`src/rtl/conv2d_stream.sv`:
```
// Streaming KxK convolution over a raster-order pixel stream with stride, signed
// coefficients and valid/ready on both sides. Optional ReLU on the result: CONV_RELU_EN.
module conv2d_stream #(
  parameter int IMG_W  = 5,
  parameter int IMG_H  = 5,
  parameter int K      = 3,
  parameter int STRIDE = 1,
  parameter int DATA_W = 8,
  parameter int COEF_W = 8,
  parameter int ACC_W  = 20
) (
  input  logic                       clk,
  input  logic                       rst,
  input  logic                       start,
  input  logic [K*K*COEF_W-1:0]      filter,
  input  logic                       in_valid,
  output logic                       in_ready,
  input  logic [DATA_W-1:0]          in_data,
  output logic                       out_valid,
  input  logic                       out_ready,
  output logic [ACC_W-1:0]           out_data,
  output logic [15:0]                out_row,
  output logic [15:0]                out_col,
  output logic                       busy,
  output logic                       frame_done,
  output logic [1:0]                 state_dbg
);

  // Handshake: a transfer happens on a rising edge where valid && ready are both
  // high; valid never depends on ready, and a producer holds data while stalled.

  // The delay line holds the last DEPTH accepted pixels (index 0 = newest); the
  // K-1 line buffers and the window are taps into it.
  localparam int DEPTH = (K - 1) * IMG_W + K - 1;

  typedef enum logic [1:0] {IDLE, RUN, FLUSH} state_t;

  state_t                  state;
  logic [K*K*COEF_W-1:0]   coef_q;
  logic [DATA_W-1:0]       line_q [DEPTH];
  logic [15:0]             row_q, col_q, row_ph, col_ph, orow_q, ocol_q;
  logic [DATA_W-1:0]       win [K*K];
  logic signed [ACC_W-1:0] sum;
  logic signed [ACC_W-1:0] result;
  logic                    accept, row_end, last_px, row_hit, col_hit, emit;

  assign state_dbg = state;
  assign in_ready  = (state == RUN) && (!out_valid || out_ready);
  assign accept    = in_valid && in_ready;
  assign row_end   = (col_q == 16'(IMG_W - 1));
  assign last_px   = row_end && (row_q == 16'(IMG_H - 1));
  assign row_hit   = (row_q >= 16'(K - 1)) && (row_ph == 16'd0);
  assign col_hit   = (col_q >= 16'(K - 1)) && (col_ph == 16'd0);
  assign emit      = accept && row_hit && col_hit;

  // Window element (i,j) lies (K-1-i) rows and (K-1-j) columns behind the incoming pixel.
  for (genvar gi = 0; gi < K; gi++) begin : g_row
    for (genvar gj = 0; gj < K; gj++) begin : g_col
      if (gi == K - 1 && gj == K - 1) begin : g_cur
        assign win[gi*K+gj] = in_data;
      end else begin : g_tap
        localparam int TAP = (K - 1 - gi) * IMG_W + (K - 1 - gj) - 1;
        assign win[gi*K+gj] = line_q[TAP];
      end
    end
  end

  always_comb begin
    logic signed [DATA_W+COEF_W:0] prod;
    prod = '0;
    sum  = '0;
    for (int n = 0; n < K * K; n++) begin
      prod = $signed({1'b0, win[n]}) * $signed(coef_q[n*COEF_W +: COEF_W]);
      sum  = sum + ACC_W'(prod);
    end
  end

`ifdef CONV_RELU_EN
  assign result = sum[ACC_W-1] ? '0 : sum;
`else
  assign result = sum;
`endif

  always_ff @(posedge clk or negedge rst) begin
    if (!rst) begin
      state      <= IDLE;
      coef_q     <= '0;
      row_q      <= '0;
      col_q      <= '0;
      row_ph     <= '0;
      col_ph     <= '0;
      orow_q     <= '0;
      ocol_q     <= '0;
      out_valid  <= 1'b0;
      out_data   <= '0;
      out_row    <= '0;
      out_col    <= '0;
      busy       <= 1'b0;
      frame_done <= 1'b0;
      for (int i = 0; i < DEPTH; i++) line_q[i] <= '0;
    end else begin
      frame_done <= 1'b0;
      if (out_valid && out_ready) out_valid <= 1'b0;
      case (state)
        IDLE: begin
          if (start) begin
            coef_q <= filter;
            row_q  <= '0;
            col_q  <= '0;
            row_ph <= '0;
            col_ph <= '0;
            orow_q <= '0;
            ocol_q <= '0;
            busy   <= 1'b1;
            state  <= RUN;
            for (int i = 0; i < DEPTH; i++) line_q[i] <= '0;
          end
        end
        RUN: begin
          if (accept) begin
            line_q[0] <= in_data;
            for (int i = 1; i < DEPTH; i++) line_q[i] <= line_q[i-1];
            if (emit) begin
              out_data  <= result;
              out_row   <= orow_q;
              out_col   <= ocol_q;
              out_valid <= 1'b1;
              ocol_q    <= ocol_q + 16'd1;
            end
            // Phase counters replace the modulo-STRIDE tests; they only run once
            // the index has reached the first full window position.
            if (row_end) begin
              col_q  <= '0;
              col_ph <= '0;
              ocol_q <= '0;
              row_q  <= row_q + 16'd1;
              if (row_q >= 16'(K - 1))
                row_ph <= (row_ph == 16'(STRIDE - 1)) ? 16'd0 : row_ph + 16'd1;
              if (row_hit) orow_q <= orow_q + 16'd1;
            end else begin
              col_q <= col_q + 16'd1;
              if (col_q >= 16'(K - 1))
                col_ph <= (col_ph == 16'(STRIDE - 1)) ? 16'd0 : col_ph + 16'd1;
            end
            if (last_px) state <= FLUSH;
          end
        end
        FLUSH: begin
          if (!out_valid || out_ready) begin
            frame_done <= 1'b1;
            busy       <= 1'b0;
            state      <= IDLE;
          end
        end
        default: state <= IDLE;
      endcase
    end
  end

endmodule

```
`config.mk`:
```
export PLATFORM = sky130hd
export DESIGN_NAME = conv2d_stream
export DESIGN_NICKNAME = d
export VERILOG_FILES = /design/src/rtl/conv2d_stream.sv
export SDC_FILE = /design/constraint.sdc
export NUM_CORES = 2
export LEC_CHECK = 0
export BUFFER_PORTS_ARGS = -buffer_cell sky130_fd_sc_hd__buf_2
export CAP_MARGIN = 20
export CORE_ASPECT_RATIO = 0.9
export CORE_MARGIN = 5
export CORE_UTILIZATION = 30
export DETAILED_ROUTE_END_ITERATION = 6
export HOLD_SLACK_MARGIN = 0.02
export PLACE_DENSITY = 0.52
export SLEW_MARGIN = 10
export SYNTH_ARGS = -nofsm -noshare
export SYNTH_HDL_FRONTEND = slang
export SYNTH_SLANG_ARGS = --single-unit
```
`constraint.sdc`:
```
create_clock -name clk -period 9.25 [get_ports clk]
set_input_delay 0.4625 -clock clk [delete_from_list [all_inputs] [get_ports clk]]
set_output_delay 0.4625 -clock clk [all_outputs]
set_load 0.1 [all_outputs]
```
After elaboration in Yosys (flattened, before gate mapping)
Index checks and enable logic that the tools add are counted.
- flip-flop bits (word level): 321
- logic and storage cells: 131
- add/sub/neg operators: 14
- $mul: 9
- magnitude comparators: 2
- eq/ne operators: 13
- muxes and demuxes: 42
- reductions and logical operators: 25
- operators by type and width (operator ; number):
    two-way mux 16 bit ; 19
    two-way mux 96 bit ; 2
    one-hot mux 16 bit (2 select lines) ; 6
    one-hot mux 96 bit (2 select lines) ; 1
    multiplier 9 x 8 -> 17 bit ; 9
    adder 20 x 17 -> 20 bit ; 5
    adder 16 x 1 -> 16 bit (second input constant) ; 6
    == test 16 x 3 -> 1 bit (second input constant) ; 2
    greater-or-equal comparator 16 x 2 -> 1 bit (second input constant) ; 2
    zero test 16 bit ; 2
    adder 19 x 17 -> 20 bit ; 1
    adder 18 x 17 -> 19 bit ; 1
    adder 17 x 17 -> 18 bit ; 1
    AND reduction 4 bit ; 4
    != test 2 bit (second input constant) ; 6
    AND reduction 5 bit ; 2
    AND reduction 3 bit ; 3
    logical AND 1 bit ; 8
    two-way mux 1 bit ; 8
    two-way mux 2 bit ; 4
    one-hot mux 2 bit (3 select lines) ; 1
    nonzero test 2 bit ; 2
    != test 3 x 2 -> 1 bit (second input constant) ; 1
    != test 3 bit (second input constant) ; 1
    other kinds (8) ; 8

Longest topological paths before layout
- word-level depth: 10
- gate-level depth with buffers: 30

Least setup slack after synthesis
Ideal clock, no wire load.
- path kind: in2reg
- start point: input port in_data[5]
- end point: register out_data[18]
- arrival time: 7.346 ns
- required time: 9.167 ns
- setup slack: 1.821 ns
- stages on the path: 25
- cell sequence: clkbuf_1 -> and2_1 -> fa_1 -> inv_1 -> fa_1 -> inv_1 -> fa_1 -> fa_1 -> fa_1 -> inv_1 -> fa_1 -> fa_1 -> inv_1 -> fa_1 -> fa_1 -> inv_1 -> fa_1 -> inv_1 -> ha_1 -> a2111oi_0 -> o21ai_0 -> a21oi_1 -> a21oi_1 -> xnor2_1 -> o21ai_0
- word-level cells in the longest chain between the ends: 2
- RTL lines (what ; line ; text):
    start: declaration ; 18 ; input logic [DATA_W-1:0] in_data,
    multiplier 9 x 8 -> 17 bit ; 73 ; prod = $signed({1'b0, win[n]}) * $signed(coef_q[n*COEF_W +: COEF_W]);
    adder 20 x 17 -> 20 bit ; 74 ; sum = sum + ACC_W'(prod);
    end signal: assignment ; 124 ; out_data <= result;
    end: declaration ; 21 ; output logic [ACC_W-1:0] out_data,
No other way between the ends.
A chain may end at the register's enable or synchronous reset.

Worst setup path after layout
- start point: register coef_q[63]
- end point: register out_data[16]
- word-level cells in the longest chain between the ends: 3
- RTL lines (what ; line ; text):
    start: declaration ; 39 ; logic [K*K*COEF_W-1:0] coef_q;
    start signal: assignment ; 107 ; coef_q <= filter;
    multiplier 9 x 8 -> 17 bit ; 73 ;
    adder 20 x 17 -> 20 bit (2 in a row) ; 74 ;
No other way between the ends.

==> results.py <==
metrics = {
    "run_status": {
        "outcome": "finished, final reports clean",
    },
    "place": {
        "io_buffers": 142,
        "place_congestion": 0.918,
        "dp_hpwl_mm": 80.1,
        "dpl_cell_area_um2": 37700,
        "dp.cells": 5285,
    },
    "synth": {
        "synth_edf_count": 0,
        "ys_warn_count": 0,
        "synth_top_flop_cell": "dfrtp_1",
        "yosysTopAreaCell": "fa_1",
        "ys_ff_latch": 321,
        "synthesis.area_um2": 35400,
        "synth_cell_types": 58,
        "synthCells": 3695,
        "avgSynthCellArea_um2": 9.58,
        "syn_nets": 4654,
        "yosys.area.top_type_share_pct": 32.1,
        "ys_top_cells_by_area": "fa_1 (32%), dfrtp_1 (23%), ha_1 (11%)",
        "seq_area_frac_synth_pct": 22.7,
        "async_flop_share_pct": 100,
    },
    "clocking": {
        "cts_sinks": 321,
        "cts_tree": "built",
        "htreeDepth": 2,
        "clockBufferDepth": 3,
        "postCtsHoldBufs": 17,
        "clk_pin_slew_ns": 0.06,
        "clock_latency_ns": 0.64,
        "ctsResizeCount": 0,
        "cts_buffers": 44,
        "cts-root-buf": "clkbuf_16",
        "cts_setup_buffers": 0,
    },
    "routing": {
        "route.met2.wl_mm": 44.3,
        "drtAntennaViolNets": 0,
        "top_layer": "met5",
        "wire_per_inst_um": 18.5,
        "wl_met3_mm": 5.97,
        "wl_met1_mm": 47.8,
        "vias_per_cell": 4.49,
        "vias": 24200,
        "drc": 0,
        "firstDrtPassIters": 5,
        "routed_wl_mm": 99.7,
        "first_iter_violations": 1342,
    },
    "sta": {
        "setup_viol": 0,
        "min_period_ns": 8.05,
        "worst_pin_slew_ns": 1.07,
        "tns_ns": 0,
        "clock_skew_ns": 0.0384,
        "slew_headroom_pct": 27.9,
        "max_freq_mhz": 124,
        "slew_violations": 0,
        "fin_crit_sh_pct": 87.0,
        "hold_violations": 0,
        "rsz0062_at_grt": "no",
    },
    "global_route": {
        "grt_pass1_vias": 25800,
        "antenna_found_initial": 3,
        "grt_use_total_pct": 16.4,
        "grt_pass1_wl_mm": 158,
        "grt_max_degree": 160,
        "grt_overflow": 0,
    },
    "layout": {
        "nets": 4734,
        "instances_no_fill": 5383,
        "multiInputGateArea_um2": 23900,
        "drive_gt1_share_pct": 8.50,
        "final-seq-area_um2": 8030,
        "antenna_cells": 0,
        "syn_to_final_growth_pct": 11.5,
        "mostFrequentLayoutCells": "inv_1 (768), fa_1 (568), nand2_1 (544), and2_1 (335), dfrtp_1 (321)",
        "final_area_um2": 39500,
        "n_fill_cell": 12200,
        "layout_commonest_cell": "inv_1",
    },
    "hold_path": {
        "hp-class": "primary input to flip-flop",
        "whs_path_depth": 2,
        "hold-path-endpoint": "coef_q[28]$_DFFE_PN0P_",
        "hold_start": "filter[28]",
    },
    "setup_path": {
        "r2r_start": "coef_q[63]$_DFFE_PN0P_",
        "slowest_stage": "fa_1",
        "path_class": "flip-flop to flip-flop",
        "required_ns": 9.73,
        "r2r_end": "out_data[16]$_DFFE_PN0P_",
        "crit_family": "adder cells",
        "critical_path_buf_inv_count": 5,
        "critPathCaptureType": "flip-flop",
        "rrSetupSlack_ns": 1.20,
        "max_stage_delay_ns": 0.57,
        "cpMostUsedCell": "fa_1",
        "crit_path_cell_trace": "clkinv_1 -> nor2_1 -> fa_1 -> fa_1 -> fa_1 -> inv_1 -> fa_1 -> fa_1 -> inv_1 -> fa_1 -> fa_1 -> fa_1 -> fa_1 -> inv_1 -> fa_1 -> inv_1 -> ha_1 -> a2111oi_0 -> o21ai_0 -> a21oi_1 -> a21oi_1 -> xnor2_1 -> o21ai_0",
        "cp_data_arrival_time_ns": 8.53,
        "cp-start-kind": "flip-flop",
        "cp_max_fo": 8,
        "worstRegToRegCells": 23,
    },
    "flow_run": {
        "cap_violations": 0,
    },
    "floorplan": {
        "fp-row-count": 119,
        "ios": 143,
        "coreArea_um2": 117000,
        "dieArea_um2": 125000,
        "start_util_pct": 30.2,
        "die_h_um": 336,
        "die_w_um": 372,
    },
}
## worst register-to-register path, cell delays in order (launching register included)
cell       delay [ns]
dfrtp_1          0.49
clkinv_1         0.33
nor2_1           0.21
fa_1             0.46
fa_1             0.52
fa_1             0.55
inv_1            0.06
fa_1             0.52
fa_1             0.57
inv_1            0.06
fa_1             0.49
fa_1             0.46
fa_1             0.49
fa_1             0.50
inv_1            0.05
fa_1             0.47
inv_1            0.04
ha_1             0.32
a2111oi_0        0.45
o21ai_0          0.25
a21oi_1          0.28
a21oi_1          0.12
xnor2_1          0.15
o21ai_0          0.08
## per-layer routing
layer / global-route usage [%] / up-vias
met5: 0 / -
met4: 2.98 / 2
met3: 3.54 / 81
met2: 25.1 / 457
met1: 24.2 / 12400
li1: - / 11300
## registers in the layout, summed over array words and instances, names as in the netlist
signal / count
col_q: 16
out_col: 16
out_valid: 1
frame_done: 1
row_ph: 16
col_ph: 16
out_data: 20
row_q: 16
state_dbg: 2
line_q: 96
busy: 1
ocol_q: 16
orow_q: 16
out_row: 16
coef_q: 72
## kinds of logic (layout without fill, tap and decap cells)
kind of cell	Yosys count	after routing	share of synthesized area [%]
fa+ha+maj	874	874	42.9
simple gates	1306	1306	18.1
compound gates	115	115	1.91
xor+xnor	99	99	2.45
flops	321	321	22.7
mux	65	65	2.07
buf+inv	915	1030	9.85
## layout make-up
type	count	share of cell area (%)
inverters	773	7.35
repair buffers	176	2.64
multi-input cells	2459	60.6
flip-flops and latches	321	20.3
well taps	1573	4.98
clock inverters	25	0.947
clock buffers	56	3.16
## Yosys cell counts, drive strengths merged (4+ instances only)
cell type	n
nand2	544
nor2b	20
nor4	17
a211oi	6
dfrtp	321
inv	768
mux2	65
clkbuf	116
and3	21
xor2	58
and4	6
a21o	7
ha	306
or3	11
fa	568
nand2b	27
buf	26
a21oi	26
xnor2	41
nor2	132
nor3	17
clkinv	5
and2	335
nand4	36
o21ai	56
o21a	4
nand3	130
## worst max-delay path by stage
stage,startpoint,to,depth (start not counted)
final,coef_q[63]$_DFFE_PN0P_,out_data[16]$_DFFE_PN0P_,23
after global routing,coef_q[63]$_DFFE_PN0P_,out_data[16]$_DFFE_PN0P_,23
after CTS,coef_q[63]$_DFFE_PN0P_,out_data[19]$_DFFE_PN0P_,24
after detailed placement,coef_q[63]$_DFFE_PN0P_,out_data[17]$_DFFE_PN0P_,24
after global placement,coef_q[63]$_DFFE_PN0P_,out_data[19]$_DFFE_PN0P_,24
after floorplan,in_data[5],out_data[18]$_DFFE_PN0P_,25
## through the flow
step	setup WS [ns]	utilization, %	hold WS [ns]
6_report	1.20	33.7	0.0721
5_1_grt	0.720	33.7	0.0461
4_1_cts	1.22	33.7	0.0239
3_5_place_dp	1.26	32.2	0.436
3_3_place_gp	1.33	32.2	0.439
2_1_floorplan	1.82	-	0.167
Power is not shown: default switching activity piles up to over one toggle a cycle in this logic, so the estimate is an artifact.
